## src/rtl/ioctl_ram_loader.sv

```systemverilog
// Packs the hps_io ioctl byte stream into DATA_W-wide RAM write requests,
// one address region per ioctl_index, buffered by a small write FIFO.
module ioctl_ram_loader #(
  parameter int DATA_W       = 16,
  parameter int ADDR_W       = 25,
  parameter int FIFO_DEPTH   = 8,
  parameter int NUM_IDX      = 4,
  parameter int REGION_SHIFT = 20
) (
  input  logic                clk_sys,
  input  logic                reset_n,
  input  logic                ioctl_download,
  input  logic [7:0]          ioctl_index,
  input  logic                ioctl_wr,
  input  logic [26:0]         ioctl_addr,
  input  logic [7:0]          ioctl_dout,
  output logic                ioctl_wait,
  output logic                ram_req,
  output logic [ADDR_W-1:0]   ram_addr,
  output logic [DATA_W-1:0]   ram_din,
  output logic [DATA_W/8-1:0] ram_be,
  input  logic                ram_ack,
  output logic                busy,
  output logic                done,
  output logic [26:0]         byte_count,
  output logic                overflow
);
  localparam int BYTES = DATA_W / 8;
  localparam int LB    = $clog2(BYTES);
  localparam int LW    = (LB > 0) ? LB : 1;
  localparam int IDX_W = (NUM_IDX > 1) ? $clog2(NUM_IDX) : 1;
  localparam int PW    = $clog2(FIFO_DEPTH);
  localparam int CW    = PW + 1;

  typedef struct packed {
    logic [ADDR_W-1:0] addr;
    logic [DATA_W-1:0] data;
    logic [BYTES-1:0]  be;
  } word_t;

  typedef enum logic [1:0] {S_IDLE, S_LOAD, S_DRAIN, S_DONE} state_t;

  state_t            state;
  logic              dl_q, pend;
  logic [26:0]       acc_waddr;
  logic [IDX_W-1:0]  acc_idx;
  logic [DATA_W-1:0] acc_data;
  logic [BYTES-1:0]  acc_be;

  word_t             mem [FIFO_DEPTH];
  logic [PW-1:0]     wp, rp;
  logic [CW-1:0]     count;

  function automatic logic [ADDR_W-1:0] mk_addr(input logic [IDX_W-1:0] i, input logic [26:0] w);
    mk_addr = (ADDR_W'(i) << REGION_SHIFT) + ADDR_W'(w);
  endfunction

  logic [LW-1:0]     lane;
  logic [26:0]       waddr;
  logic [IDX_W-1:0]  idx;
  logic              take, acc_hit, last_lane, closing;
  logic              push0, push1, acc0, acc1, drop, pop;
  logic [CW-1:0]     room;
  logic [DATA_W-1:0] new_data;
  logic [BYTES-1:0]  new_be;
  word_t             w0, w1;

  assign lane      = LW'(ioctl_addr & 27'(BYTES - 1));
  assign waddr     = ioctl_addr >> LB;
  assign idx       = ioctl_index[IDX_W-1:0];
  assign take      = ioctl_download & ioctl_wr & ({1'b0, ioctl_index} < 9'(NUM_IDX)) & (state == S_LOAD);
  assign acc_hit   = (acc_be != '0) && (acc_waddr == waddr) && (acc_idx == idx);
  assign last_lane = (lane == LW'(BYTES - 1));
  assign closing   = (state == S_LOAD) && !ioctl_download;

  // Byte merges into the open word when it hits the same word, else starts fresh.
  always_comb begin
    new_data = acc_hit ? acc_data : '0;
    new_be   = acc_hit ? acc_be : '0;
    for (int b = 0; b < BYTES; b++) begin
      if (lane == LW'(b)) begin
        new_data[b*8 +: 8] = ioctl_dout;
        new_be[b]          = 1'b1;
      end
    end
  end

  // Up to two pushes per cycle: the evicted old word and the just-completed new one.
  assign push0 = (take && acc_be != '0 && !acc_hit) || (closing && acc_be != '0);
  assign push1 = take && last_lane;
  assign room  = CW'(FIFO_DEPTH) - count;
  assign acc0  = push0 && (room != '0);
  assign acc1  = push1 && (room > CW'(acc0));
  assign drop  = (push0 && !acc0) || (push1 && !acc1);
  assign pop   = (count != '0) && (!ram_req || ram_ack);

  assign w0 = '{addr: mk_addr(acc_idx, acc_waddr), data: acc_data, be: acc_be};
  assign w1 = '{addr: mk_addr(idx, waddr), data: new_data, be: new_be};

  always_ff @(posedge clk_sys) begin
    if (acc0) mem[wp] <= w0;
    if (acc1) mem[acc0 ? wp + PW'(1) : wp] <= w1;
  end

  always_ff @(posedge clk_sys) begin
    dl_q <= ioctl_download;
    if (!reset_n) begin
      state      <= S_IDLE;
      pend       <= 1'b0;
      acc_waddr  <= '0;
      acc_idx    <= '0;
      acc_data   <= '0;
      acc_be     <= '0;
      wp         <= '0;
      rp         <= '0;
      count      <= '0;
      ram_req    <= 1'b0;
      ram_addr   <= '0;
      ram_din    <= '0;
      ram_be     <= '0;
      byte_count <= '0;
      overflow   <= 1'b0;
    end else begin
      // Remember a download that starts while the previous one is still draining.
      if (!ioctl_download)                 pend <= 1'b0;
      else if (!dl_q && state != S_IDLE)   pend <= 1'b1;

      case (state)
        S_IDLE:  if (ioctl_download && (!dl_q || pend)) begin
                   state      <= S_LOAD;
                   pend       <= 1'b0;
                   byte_count <= '0;
                   overflow   <= 1'b0;
                 end
        S_LOAD:  if (!ioctl_download) state <= S_DRAIN;
        S_DRAIN: if (count == '0 && !ram_req) state <= S_DONE;
        default: state <= S_IDLE;
      endcase

      if (take) begin
        byte_count <= byte_count + 27'd1;
        if (push1) acc_be <= '0;
        else begin
          acc_waddr <= waddr;
          acc_idx   <= idx;
          acc_data  <= new_data;
          acc_be    <= new_be;
        end
      end else if (closing) begin
        acc_be <= '0;
      end

      if (drop) overflow <= 1'b1;

      wp    <= wp + PW'(acc0) + PW'(acc1);
      count <= count + CW'(acc0) + CW'(acc1) - CW'(pop);

      if (pop) begin
        ram_req  <= 1'b1;
        ram_addr <= mem[rp].addr;
        ram_din  <= mem[rp].data;
        ram_be   <= mem[rp].be;
        rp       <= rp + PW'(1);
      end else if (ram_ack) begin
        ram_req <= 1'b0;
      end
    end
  end

  assign ioctl_wait = ((state == S_LOAD) && (count >= CW'(FIFO_DEPTH - 2))) ||
                      (state == S_DRAIN) || (state == S_DONE);
  assign busy       = (state == S_LOAD) || (state == S_DRAIN);
  assign done       = (state == S_DONE);

endmodule

```

## config.mk

```make
export PLATFORM = sky130hd
export DESIGN_NAME = ioctl_ram_loader
export DESIGN_NICKNAME = d
export VERILOG_FILES = /design/src/rtl/ioctl_ram_loader.sv
export SDC_FILE = /design/constraint.sdc
export NUM_CORES = 1
export LEC_CHECK = 0
export BUFFER_PORTS_ARGS = -buffer_cell sky130_fd_sc_hd__buf_2
export CAP_MARGIN = 10
export CORE_ASPECT_RATIO = 0.7
export CORE_UTILIZATION = 35
export CTS_CLUSTER_SIZE = 28
export DETAILED_ROUTE_END_ITERATION = 8
export SLEW_MARGIN = 20
export SYNTH_ARGS = -nofsm -noshare
export SYNTH_HDL_FRONTEND = slang
export SYNTH_SLANG_ARGS = --single-unit
```

## constraint.sdc

```tcl
create_clock -name clk_sys -period 11.3 [get_ports clk_sys]
set_input_delay 2.26 -clock clk_sys [delete_from_list [all_inputs] [get_ports clk_sys]]
set_output_delay 2.26 -clock clk_sys [all_outputs]
set_load 0.03 [all_outputs]
```

# Word-level counts from Yosys, hierarchy flattened
# Memories as Yosys holds them, arrays and structs flattened. A register that Yosys moved wholly into a read port is not among the register bits.
# Index checks and enable logic that the tools add are counted.
dict set report op_classes {
  add_sub_neg 11
  magnitude_cmp 3
  n_eq_ne 8
  n_mux 30
  n_bitwise 4
  reduce_logical 46
}
# operator count
set op_table {}
lappend op_table {{27-bit 2-to-1 mux} 3}
lappend op_table {{22-bit by 25-bit adder with 25-bit output} 2}
lappend op_table {{27-bit by 1-bit adder with 27-bit output, second input constant} 1}
lappend op_table {{26-bit equality test} 1}
lappend op_table {{1-bit logical AND} 16}
lappend op_table {{16-bit 2-to-1 mux} 1}
lappend op_table {{8-bit 2-to-1 mux} 2}
lappend op_table {{2-bit nonzero test} 8}
lappend op_table {{1-bit 2-to-1 mux} 15}
lappend op_table {{2-bit 2-to-1 mux} 7}
lappend op_table {{4-bit by 1-bit adder with 4-bit output} 2}
lappend op_table {{8-bit by 3-bit less-than comparator with 1-bit output, second input constant} 1}
lappend op_table {{4-bit nonzero test} 2}
lappend op_table {{1-bit zero test} 7}
lappend op_table {{1-bit logical OR} 7}
lappend op_table {{3-bit by 1-bit adder with 3-bit output} 2}
lappend op_table {{3-bit by 1-bit adder with 3-bit output, second input constant} 2}
lappend op_table {{2-bit != test, second input constant} 3}
lappend op_table {{2-bit case mux with 3 select lines} 1}
lappend op_table {{2-bit AND reduction} 3}
lappend op_table {{2-bit equality test, second input constant} 2}
lappend op_table {{4-bit by 3-bit greater-or-equal comparator with 1-bit output, second input constant} 1}
lappend op_table {{4-bit by 1-bit > comparator with 1-bit output} 1}
lappend op_table {{4-bit zero test} 1}
lappend op_table {{9 further kinds} 11}
dict set report totals {
  register_bits 89
  ram_bits 344
  in_bits 48
  out_inout_bits 75
  wordCells 116
  memories 1
}
# name depth width rd rd_ports_with_merged_regs write_ports line_no
set mem_list {}
lappend mem_list {mem 8 43 1 1 2 50} ;# word_t mem [FIFO_DEPTH];

# Longest topological paths before layout
# Gate-level depths: netlist of the first run.
dict set report depth {
  ltp_word 14
  depth_mapped 18
  mapped_depth_nobuf 18
}

# Worst setup path after synthesis of the first run
# Ideal clock, no wire load.
dict set report synth_path {
  kind {input to register}
  from {in ioctl_addr[19]}
  to {mem mem[1][0] in the netlist's numbering, enable pin}
  setup_time_ns 0.503
  arrival_ns 8.530
  required_ns 10.797
  path_slack_ns 2.267
  path_stages 13
  n_path_buf 2
  path_cell_list {buf_2 xor2_1 or4_1 nor4_2 nand2_2 a21oi_1 inv_1 ha_1 o211a_1 a21oi_1 clkbuf_1 a31oi_1 o21ai_0}
}
# item line_no
set synth_rtl {}
lappend synth_rtl {{from (decl)} 15} ;# input logic [26:0] ioctl_addr,
lappend synth_rtl {{to (decl)} 50}

==> results of run 1 <==
[cells in the mapped netlist, types with 3 or more instances]
| cell type | n | share of area (%) |
|---|---|---|
| a21boi_0 | 43 | 1.3 |
| a21oi_1 | 24 | 0.50 |
| a31oi_1 | 4 | 0.10 |
| and2_1 | 66 | 1.7 |
| and3_1 | 12 | 0.31 |
| and4_1 | 4 | 0.15 |
| buf_1 | 24 | 0.37 |
| buf_2 | 17 | 0.35 |
| buf_6 | 13 | 0.61 |
| clkbuf_1 | 93 | 1.4 |
| dfxtp_1 | 132 | 11 |
| edfxtp_1 | 344 | 43 |
| fa_1 | 5 | 0.41 |
| ha_1 | 23 | 1.2 |
| inv_1 | 23 | 0.36 |
| mux2_2 | 134 | 6.2 |
| mux2_4 | 100 | 6.2 |
| mux2i_1 | 100 | 4.1 |
| mux4_2 | 86 | 8.0 |
| nand2_1 | 159 | 2.5 |
| nand2b_1 | 3 | 0.078 |
| nand3_1 | 23 | 0.48 |
| nand4_1 | 15 | 0.39 |
| nand4b_1 | 3 | 0.11 |
| nor2_1 | 27 | 0.42 |
| nor2b_1 | 52 | 1.3 |
| nor3_1 | 19 | 0.39 |
| nor3b_1 | 3 | 0.093 |
| nor4_1 | 8 | 0.21 |
| o2111ai_2 | 4 | 0.25 |
| o211a_1 | 46 | 1.9 |
| o21a_1 | 7 | 0.22 |
| o21ai_0 | 14 | 0.29 |
| o221ai_2 | 3 | 0.19 |
| o221ai_4 | 4 | 0.44 |
| o22ai_1 | 9 | 0.23 |
| or2_1 | 4 | 0.10 |
| or2_2 | 9 | 0.23 |
| or3_1 | 5 | 0.13 |
| or4_1 | 4 | 0.12 |
| xnor2_1 | 24 | 0.87 |
| xor2_1 | 22 | 0.80 |
[worst max-delay path: stages]
cell      delay, ns
buf_2          0.16
xor2_1         0.19
or4_1          0.56
nor4_2         0.63
nand2_2        0.46
a21oi_1        0.85
inv_1          0.20
ha_1           0.33
o211a_1        0.26
nand2_1        0.09
nand3_1        0.70
o221ai_4       1.02
buf_4          0.54
mux2_2         0.39
[worst paths after layout]
path | startpoint | to | slack (ns) | cells after the start
setup reg to reg | acc_waddr[18] | mem[2][12] | 4.28 | 13
hold / removal | acc_waddr[25] | acc_waddr[25] | 0.48 | 2
hold reg to reg | acc_waddr[25] | acc_waddr[25] | 0.48 | 2
setup / recovery | ioctl_addr[19] | mem[2][12] | 2.95 | 14
[registers in the layout (all words and copies together), names as in the netlist]
signal,cells
count,4
acc_data,16
state,2
ram_din,16
ram_be,2
acc_be,2
byte_count,27
overflow,1
ram_req,1
wp,3
acc_waddr,26
dl_q,1
rp,3
ram_addr,25
acc_idx,2
mem,344
pend,1
[power breakdown]
part	leakage [nW]	switching (mW)	internal, mW
Clock	0.767	0.701	0.908
Combinational	4.97	0.614	0.443
Sequential	4.70	0.104	1.92
[per-layer routing]
| metal | vias to the layer above | GRT usage (%) | share of wire, % |
|---|---|---|---|
| li1 | 6668 | - | - |
| met3 | 94 | 3.788 | 6.1 |
| met2 | 363 | 27.52 | 45 |
| met1 | 7542 | 25.46 | 47 |
| met5 | - | 0 | 0.14 |
| met4 | 14 | 4.005 | 1.5 |
[kinds of logic (layout without fill, tap and decap cells)]
| kind of cell | count (synthesis) | count (layout) | synth area share (%) |
|---|---|---|---|
| other cells | 0 | 4 | 0 |
| mux | 422 | 422 | 24.73 |
| simple gates | 428 | 428 | 9.244 |
| xor+xnor | 46 | 46 | 1.668 |
| flops | 476 | 476 | 53.72 |
| compound gates | 169 | 169 | 5.850 |
| buf+inv | 172 | 273 | 3.181 |
| fa+ha+maj | 28 | 28 | 1.606 |
[layout make-up]
cell class	count	area, um2	area share (%)
multi-input combinational	1093	10600	38.88
sequential	476	12980	47.65
timing repair buffer	156	868.3	3.187
clock inverter	22	171.4	0.6291
tap	902	1129	4.142
antenna	4	10.01	0.03673
inverter	24	90.09	0.3306
clock buffer	71	1401	5.143
==> summary.txt, run 1 <==
Critical path
  – CP startpoint kind: primary input
  – Worst Path Required: 11.64 ns
  – CP Class: in2reg
  – Worst-path fanout max: 21
  – WP data arrival: between 8 and 9 ns
  – Crit end category: flip-flop

Global routing
  – Global-route wire length before repair: ~94 mm
  – GRT overflow: 0
  – Pin count of the biggest net entering global routing: 59
  – Vias in the first global route: between 10000 and 15000
  – Total track usage: between 10% and 20%
  – Initial antenna violation count: 10

Layout
  – Final nets: about 1900
  – Post-layout util: about two fifths
  – Most common library cell in the layout ignoring fill and taps: edfxtp_1
  – Fin cells: ~2700
  – Area grow syn2layout: 12.85%
  – Final Cell Area: about 27000 um2
  – # fillers: 6339
  – Share of cells above drive strength 1: a little under a third
  – Most frequent cells in the layout: edfxtp_1 (344), nand2_1 (159), mux2_2 (134), dfxtp_1 (129), buf_2 (121)

Route
  – Final WL: 62.80 mm
  – DR pass1 iterations: 5
  – Residual DRC: 0
  – Routed Antenna Nets: 0
  – Total number of vias: about 15000
  – DR WL/cell: 22.85 um
  – DR iter-0 viols: 1059
  – Via/cell ratio: between 5 and 6

Min path
  – Hold crit path type: reg2reg

Floorplanning
  – Die area: approximately 70000 um2
  – Row count: 80
  – Die Height: between 200 and 250 um
  – Die width: 315.9 um
  – Core area: 68170 um2
  – Initial Utilization: between 30% and 40%
  – I/O pin cnt: ~120

Placement
  – Port Buffers: ~120
  – Final HPWL DP: between 30 and 40 mm
  – Placement Cell Area: 25660 um2
  – Placed cells: between 2000 and 3000
  – Gpl congestion: around 0.84
  – DP Worst Slack: between 2 and 2.5 ns

Timing
  – Worst rel slew slack: between 20% and 30%
  – Clk_skew: approximately 0.036 ns
  – Fin. max-slew vios: 0
  – Slew of the pin with the lowest slew margin: 1.081 ns
  – Hold Vio Cnt, Final: 0
  – Period minus WS final: roughly 8.4 ns
  – Fin Hold WS: 0.4780 ns
  – Post-route clock period utilization: 73.92%
  – F_max: 0.1197 GHz
  – Final setup TNS: 0 ns
  – Unrepaired setup endpoints after global routing: no
  – Fin worst setup slack: 2.947 ns
  – Final setup fails: 0

Clock network
  – Htree depth: 2
  – Clk sinks: 476
  – Clock-pin slew on the worst setup and hold paths: ~0.06 ns
  – Cts repair resizes: 0
  – CTS root buf: clkbuf_16
  – Setup repair bufs after CTS: 0
  – Hold_buf cts: 0
  – TritonCTS buffer count: 50
  – Clock Latency Late Sink: 0.61 ns
  – TritonCTS clock tree: done
  – Clk buf depth: 3

Logic synthesis
  – Synth Flop Type: edfxtp_1
  – Post-Syn Nets: ~1800
  – Mean Syn Cell Area: between 10 and 15 um2
  – Async set-reset flop share out of synthesis: 0%
  – Register area share after synthesis: between 50% and 60%
  – Mapped Cells: between 1500 and 2000
  – Netlist Area Pre-Place: approximately 24000 um2
  – EDFF count, synth: around 340
  – Post-synth cell types: between 60 and 70
  – YS warnings: 0
  – Register bit total from synthesis: 476

Power
  – Power per cell area: 172.2 nW/um2
  – Peak supply drop: roughly 0.11 mV
  – Final Power: between 4 and 5 mW
  – Leakage: between 10 and 15 nW

Job
  – Max-capacitance violation count: 0

Outcome
  – Status: complete, no violations
Power figures use the tool's default switching activity.
==> run 2: changes to the inputs <==
==> constraint.sdc (replaced) <==
create_clock -name clk_sys -period 8 [get_ports clk_sys]
set_input_delay 1.6 -clock clk_sys [delete_from_list [all_inputs] [get_ports clk_sys]]
set_output_delay 1.6 -clock clk_sys [all_outputs]
set_load 0.03 [all_outputs]
==> summary.txt, run 2 (synthesis results as in run 1) <==
Outcome
  – Status: complete, no violations

Clock network
  – CTS root buf: clkbuf_16
  – TritonCTS buffer count: 50
  – Hold_buf cts: 0
  – Clock Latency Late Sink: around 0.59 ns
  – Cts repair resizes: 0
  – Clk buf depth: 3
  – Clk sinks: approximately 480
  – TritonCTS clock tree: done
  – Setup repair bufs after CTS: 0
  – Htree depth: 2
  – Clock-pin slew on the worst setup and hold paths: 0.06 ns

Floorplanning
  – I/O pin cnt: approximately 120
  – Initial Utilization: between 30% and 40%
  – Die width: roughly 320 um
  – Row count: 80
  – Die area: 70060 um2
  – Die Height: between 200 and 250 um
  – Core area: around 68000 um2

Placement
  – DP Worst Slack: ~1.3 ns
  – Final HPWL DP: roughly 38 mm
  – Placement Cell Area: about 26000 um2
  – Placed cells: 2664
  – Port Buffers: ~120
  – Gpl congestion: 0.8766

Global routing
  – Total track usage: 17.95%
  – Vias in the first global route: roughly 15000
  – Global-route wire length before repair: roughly 95 mm
  – Initial antenna violation count: 8
  – Pin count of the biggest net entering global routing: 89
  – GRT overflow: 0

Layout
  – Area grow syn2layout: 13.92%
  – Most frequent cells in the layout: edfxtp_1 (344), nand2_1 (159), mux2_2 (134), dfxtp_1 (129), buf_2 (121)
  – Largest register FFs: 344
  – Share of cells above drive strength 1: approximately 33%
  – Final Cell Area: between 20000 and 30000 um2
  – # fillers: 6298
  – Fin cells: 2759
  – Largest Register: mem
  – Register area: 12980 um2
  – Multi-input gate area: roughly 11000 um2
  – Antenna Cells: 0
  – Top flop regs: mem: 344 flops, byte_count: 27 flops, acc_waddr: 26 flops
  – Most common library cell in the layout ignoring fill and taps: edfxtp_1
  – Post-layout util: around 40%
  – Final nets: approximately 1900

Route
  – Final WL: around 63 mm
  – Routed Antenna Nets: 0
  – M1 WL: slightly below 30 mm
  – Total number of vias: approximately 15000
  – Met2 routed WL: about 29 mm
  – Top layer in use: met5
  – DR iter-0 viols: ~1100
  – Residual DRC: 0
  – DR pass1 iterations: 5
  – Via/cell ratio: between 5 and 6
  – Met3 WL: slightly above 4 mm
  – DR WL/cell: roughly 23 um

Timing
  – Fin. max-slew vios: 0
  – Fin Hold WS: between 0.4 and 0.5 ns
  – Final setup fails: 0
  – Clk_skew: ~0.024 ns
  – Worst rel slew slack: roughly 30%
  – Hold Vio Cnt, Final: 0
  – Fin worst setup slack: 1.857 ns
  – F_max: ~0.16 GHz
  – Period minus WS final: between 6 and 7 ns
  – Post-route clock period utilization: 76.79%
  – Slew of the pin with the lowest slew margin: roughly 1.1 ns
  – Unrepaired setup endpoints after global routing: no

Critical path
  – R2R cell count: 16
  – CP startpoint kind: primary input
  – Worst Path Required: roughly 8.3 ns
  – CP Class: in2reg
  – R2R Path Start: acc_waddr[0]
  – R2R setup slack: 2.49 ns
  – R2R Path End: mem[6][34]
  – Crit end category: flip-flop
  – WP data arrival: between 6 and 7 ns
  – Worst-path fanout max: 18

Min path
  – Hold crit path type: reg2reg
  – Worst Hold Launch: ram_din[4]
  – Hold Path End: ram_din[4]
  – Min-Delay Path Depth: 1

Job
  – Max-capacitance violation count: 0

Power
  – Leakage: about 11 nW
  – Power per cell area: approximately 240 nW/um2
  – Peak supply drop: approximately 0.18 mV
run 2: final cells by class:
class                      count  share of cell area, %
inverter                      24                 0.3275
tap                          902                  4.103
clock inverter                15                 0.4640
sequential                   476                  47.20
multi-input combinational   1093                  38.49
clock buffer                  79                  5.413
timing repair buffer         170                  4.003
run 2: worst max path at each step:
| stage | to | cells past startpoint | start | slack [ns] |
|---|---|---|---|---|
| 6_report | mem[6][34] | 17 | ioctl_addr[1] | 1.86 |
| 3_3_place_gp | mem[6][34] | 16 | ioctl_addr[1] | 0.93 |
| 2_1_floorplan | mem[3][0] | 13 | ioctl_addr[19] | -0.36 |
| 3_5_place_dp | mem[6][34] | 17 | ioctl_addr[1] | 1.28 |
| 5_1_grt | mem[0][14] | 15 | ioctl_addr[1] | 1.58 |
| 4_1_cts | mem[6][34] | 17 | ioctl_addr[1] | 1.91 |
run 2: layer usage:
metal	vias up	GRT usage [%]
met5	-	0
met4	12	3.631
met3	83	3.938
met2	416	28.11
met1	7598	25.47
li1	6689	-
run 2: stage by stage:
| stage | power, mW | TNS, ns |
|---|---|---|
| floorplan | 3.970 | -30.67 |
| finish | 6.653 | 0 |
| detailed placement | 4.423 | 0 |
| global route | 6.957 | 0 |
| CTS | 6.737 | 0 |
| global placement | 4.409 | 0 |
run 2: critical path, stage by stage:
cell	delay (ns)
buf_2	0.18
xor2_1	0.19
or4_1	0.60
nor4_2	0.66
nand2_2	0.09
buf_4	0.24
a21oi_1	0.21
inv_1	0.11
ha_1	0.28
o211a_1	0.26
a21oi_1	0.15
buf_4	0.22
inv_2	0.11
or4_1	0.53
o311ai_4	0.19
buf_4	0.46
mux2_2	0.38
run 2: power breakdown:
group          switching, mW  leakage, nW  internal (mW)
registers              0.123         4.70           2.72
clock network          0.988        0.791           1.31
logic                  0.877         5.06          0.634
total                   1.99         10.6           4.67
==> run 3: changes to the inputs <==
--- a/config.mk
+++ b/config.mk
@@ -5,6 +5,7 @@
 export SDC_FILE = /design/constraint.sdc
 export NUM_CORES = 1
 export LEC_CHECK = 0
+export ABC_AREA = 1
 export BUFFER_PORTS_ARGS = -buffer_cell sky130_fd_sc_hd__buf_2
 export CAP_MARGIN = 10
 export CORE_ASPECT_RATIO = 0.7
==> constraint.sdc (replaced) <==
create_clock -name clk_sys -period 5.6 [get_ports clk_sys]
set_input_delay 1.12 -clock clk_sys [delete_from_list [all_inputs] [get_ports clk_sys]]
set_output_delay 1.12 -clock clk_sys [all_outputs]
set_load 0.03 [all_outputs]
==> summary.txt, run 3 <==
Min path
  – Min-Delay Path Depth: 2
  – Hold Path End: acc_waddr[25]
  – Worst Hold Launch: acc_waddr[25]
  – Hold crit path type: reg2reg

Clock network
  – Setup repair bufs after CTS: 0
  – Cts repair resizes: 0
  – TritonCTS clock tree: done
  – Clk sinks: between 400 and 500
  – CTS root buf: clkbuf_16
  – Clock Latency Late Sink: slightly above 0.6 ns
  – Htree depth: 2
  – Hold_buf cts: 0
  – Clock-pin slew on the worst setup and hold paths: 0.07 ns
  – TritonCTS buffer count: between 40 and 50
  – Clk buf depth: 3

Logic synthesis
  – EDFF count, synth: 344
  – Largest family of logic cells by synthesized area: simple AND/OR/NAND/NOR gates
  – Mapped Cells: approximately 3000
  – Post-Syn Nets: between 3000 and 4000
  – Synth area leaders: edfxtp_1 (42%), nand2_1 (13%), dfxtp_1 (11%)
  – Netlist Area Pre-Place: ~25000 um2
  – Top post-synthesis cells by count: nand2_1 (860), o21ai_0 (415), edfxtp_1 (344)
  – YS warnings: 0
  – Post-synth cell types: 47
  – Register area share after synthesis: 52.56%
  – Mux contribution to synthesized area: 0%
  – Cell taking the most area after synthesis: edfxtp_1
  – Register bit total from synthesis: approximately 480
  – Synth Area in Simple Gates: a little under a quarter
  – Mean Syn Cell Area: around 8.3 um2
  – Count leader, synth: nand2_1
  – Yosys top cell area share: between 40% and 50%
  – Synth Flop Type: edfxtp_1
  – Area share of xor/xnor cells in the synthesized design: less than 1%
  – Async set-reset flop share out of synthesis: 0%
  – Synth Area in Compound Gates: between 10 and 15%
  – Post-synthesis adder-cell area fraction: between 1.5 and 2%

Floorplanning
  – Die width: 319.4 um
  – Core area: 69830 um2
  – I/O pin cnt: approximately 120
  – Row count: 81
  – Initial Utilization: a little over a third
  – Die area: ~72000 um2
  – Die Height: approximately 220 um

Power
  – Leakage: around 11 nW
  – Peak supply drop: ~0.26 mV
  – Power per cell area: 361.6 nW/um2

Timing
  – Unrepaired setup endpoints after global routing: no
  – Slew of the pin with the lowest slew margin: about 1 ns
  – Worst rel slew slack: roughly 33%
  – F_max: 0.2195 GHz
  – Period minus WS final: about 4.6 ns
  – Post-route clock period utilization: 81.34%
  – Fin. max-slew vios: 0
  – Fin Hold WS: ~0.49 ns
  – Hold Vio Cnt, Final: 0
  – Clk_skew: ~0.032 ns
  – Final setup fails: 0
  – Final setup TNS: 0 ns

Critical path
  – Crit end category: flip-flop
  – Max incr delay on CP: about 0.46 ns
  – Worst Path Required: 5.82 ns
  – R2R Path End: mem[7][41]
  – CP Cell Sequence: buf_2, inv_2, nand2_1, nand2_1, inv_1, nand2_1, nor2_1, nand2_1, nor2_1, nand2_1, nand2_1, nand2_4, nand2_4, inv_1, ha_1, nor2_1, nor3_1, nor3_4, nand3_4, inv_6, nand2_2, o31ai_4, buf_4
  – Critical-path top delay cell: buf_4
  – R2R Path Start: acc_be[0]
  – Most frequent CP cell: nand2_1
  – CP startpoint kind: primary input
  – R2R setup slack: around 1.1 ns
  – Worst-path fanout max: 35
  – R2R cell count: 20
  – CP Class: in2reg
  – WP data arrival: 4.78 ns

Layout
  – Final nets: 3006
  – Most frequent cells in the layout: nand2_1 (850), o21ai_0 (415), edfxtp_1 (344), nor2_1 (266), nand3_1 (217)
  – Share of cells above drive strength 1: a little over 10%
  – Area grow syn2layout: 10.31%
  – Largest register FFs: between 300 and 400
  – Top flop regs: mem: 344 flops, byte_count: 27 flops, acc_waddr: 26 flops
  – Most common library cell in the layout ignoring fill and taps: nand2_1
  – Largest Register: mem

Route
  – DR WL/cell: around 21 um
  – Routed Antenna Nets: 0
  – DR pass1 iterations: 5
  – Residual DRC: 0
  – Final WL: a little over 80 mm
  – DR iter-0 viols: between 2000 and 2500
  – Via/cell ratio: between 5 and 6
  – Total number of vias: between 20000 and 25000

Outcome
  – Status: complete, no violations

Global routing
  – GRT overflow: 0
  – Pin count of the biggest net entering global routing: 95
  – Vias in the first global route: 19320
  – Initial antenna violation count: 4
  – Global-route wire length before repair: around 120 mm
  – Total track usage: 22.44%

Placement
  – Port Buffers: ~120
  – Gpl congestion: about 0.84
  – Final HPWL DP: around 46 mm

Job
  – Max-capacitance violation count: 0
-- run 3: cell count changes after synthesis, moves of 89 or more --
cell | before | now
nand2_1 | 159 | 860
o21ai_0 | 14 | 415
nor2_1 | 27 | 267
nand3_1 | 23 | 217
mux2_2 | 134 | 0
mux2_4 | 100 | 0
mux2i_1 | 100 | 0
inv_1 | 23 | 112
-- run 3: routing by layer --
metal	vias up	GRT usage (%)	wire, um
met5	-	1.279	126
met3	121	4.647	9038
met4	2	5.350	1656
li1	10010	-	-
met2	1071	32.57	33560
met1	9895	33.64	36630
-- run 3: area by class of cell --
type	instances	area, um2
fillers	6952	42600
flip-flops and latches	476	12980
multi-input cells	2102	9966
clock buffers	71	1360
well taps	913	1142
repair buffers	173	1096
inverters	128	490.5
clock inverters	20	176.4
diodes	5	12.51
-- run 3: power by group --
part	switching [mW]	leakage [nW]	internal, mW
clock network	1.48	0.758	1.79
logic	1.91	6.11	0.635
registers	0.120	4.38	3.92
-- run 3: cell families after synthesis --
| kind of cell | Yosys count |
|---|---|
| and+or+nand+nor | 1386 |
| AOI/OAI and AO/OA | 674 |
| DFF | 476 |
| buffers and inverters | 391 |
| adders and majority gates | 28 |
| xor gates and xnor gates | 14 |
-- run 3: how the worst max path moves through the flow --
stage	slack (ns)	startpoint	to
2_1_floorplan	0.78	ioctl_addr[11]	mem[3][0]
3_3_place_gp	0.55	ioctl_addr[6]	mem[7][41]
3_5_place_dp	0.49	ioctl_addr[6]	mem[7][41]
4_1_cts	1.11	ioctl_addr[6]	mem[7][41]
5_1_grt	0.78	ioctl_addr[6]	mem[7][35]
6_report	1.04	ioctl_addr[6]	mem[7][41]
-- run 3: worst max-delay path, delay by kind of cell --
| kind | cells | cell delay, ns |
|---|---|---|
| AOI/OAI and AO/OA | 1 | 0.09 |
| adders and majority gates | 1 | 0.29 |
| buffers and inverters | 6 | 1.29 |
| and+or+nand+nor | 15 | 1.95 |
-- run 3: stage by stage --
step	power (mW)	area, um2	util [%]	setup slack, ns	cells
after floorplan	5.768	24680	-	0.7825	2969
after global placement	6.624	25670	36.76	0.5487	3792
after detailed placement	6.642	25670	36.76	0.4930	3792
after CTS	9.872	27210	38.96	1.106	3883
after global routing	10.29	27210	38.97	0.7807	3884
final	9.845	27220	38.99	1.045	3888
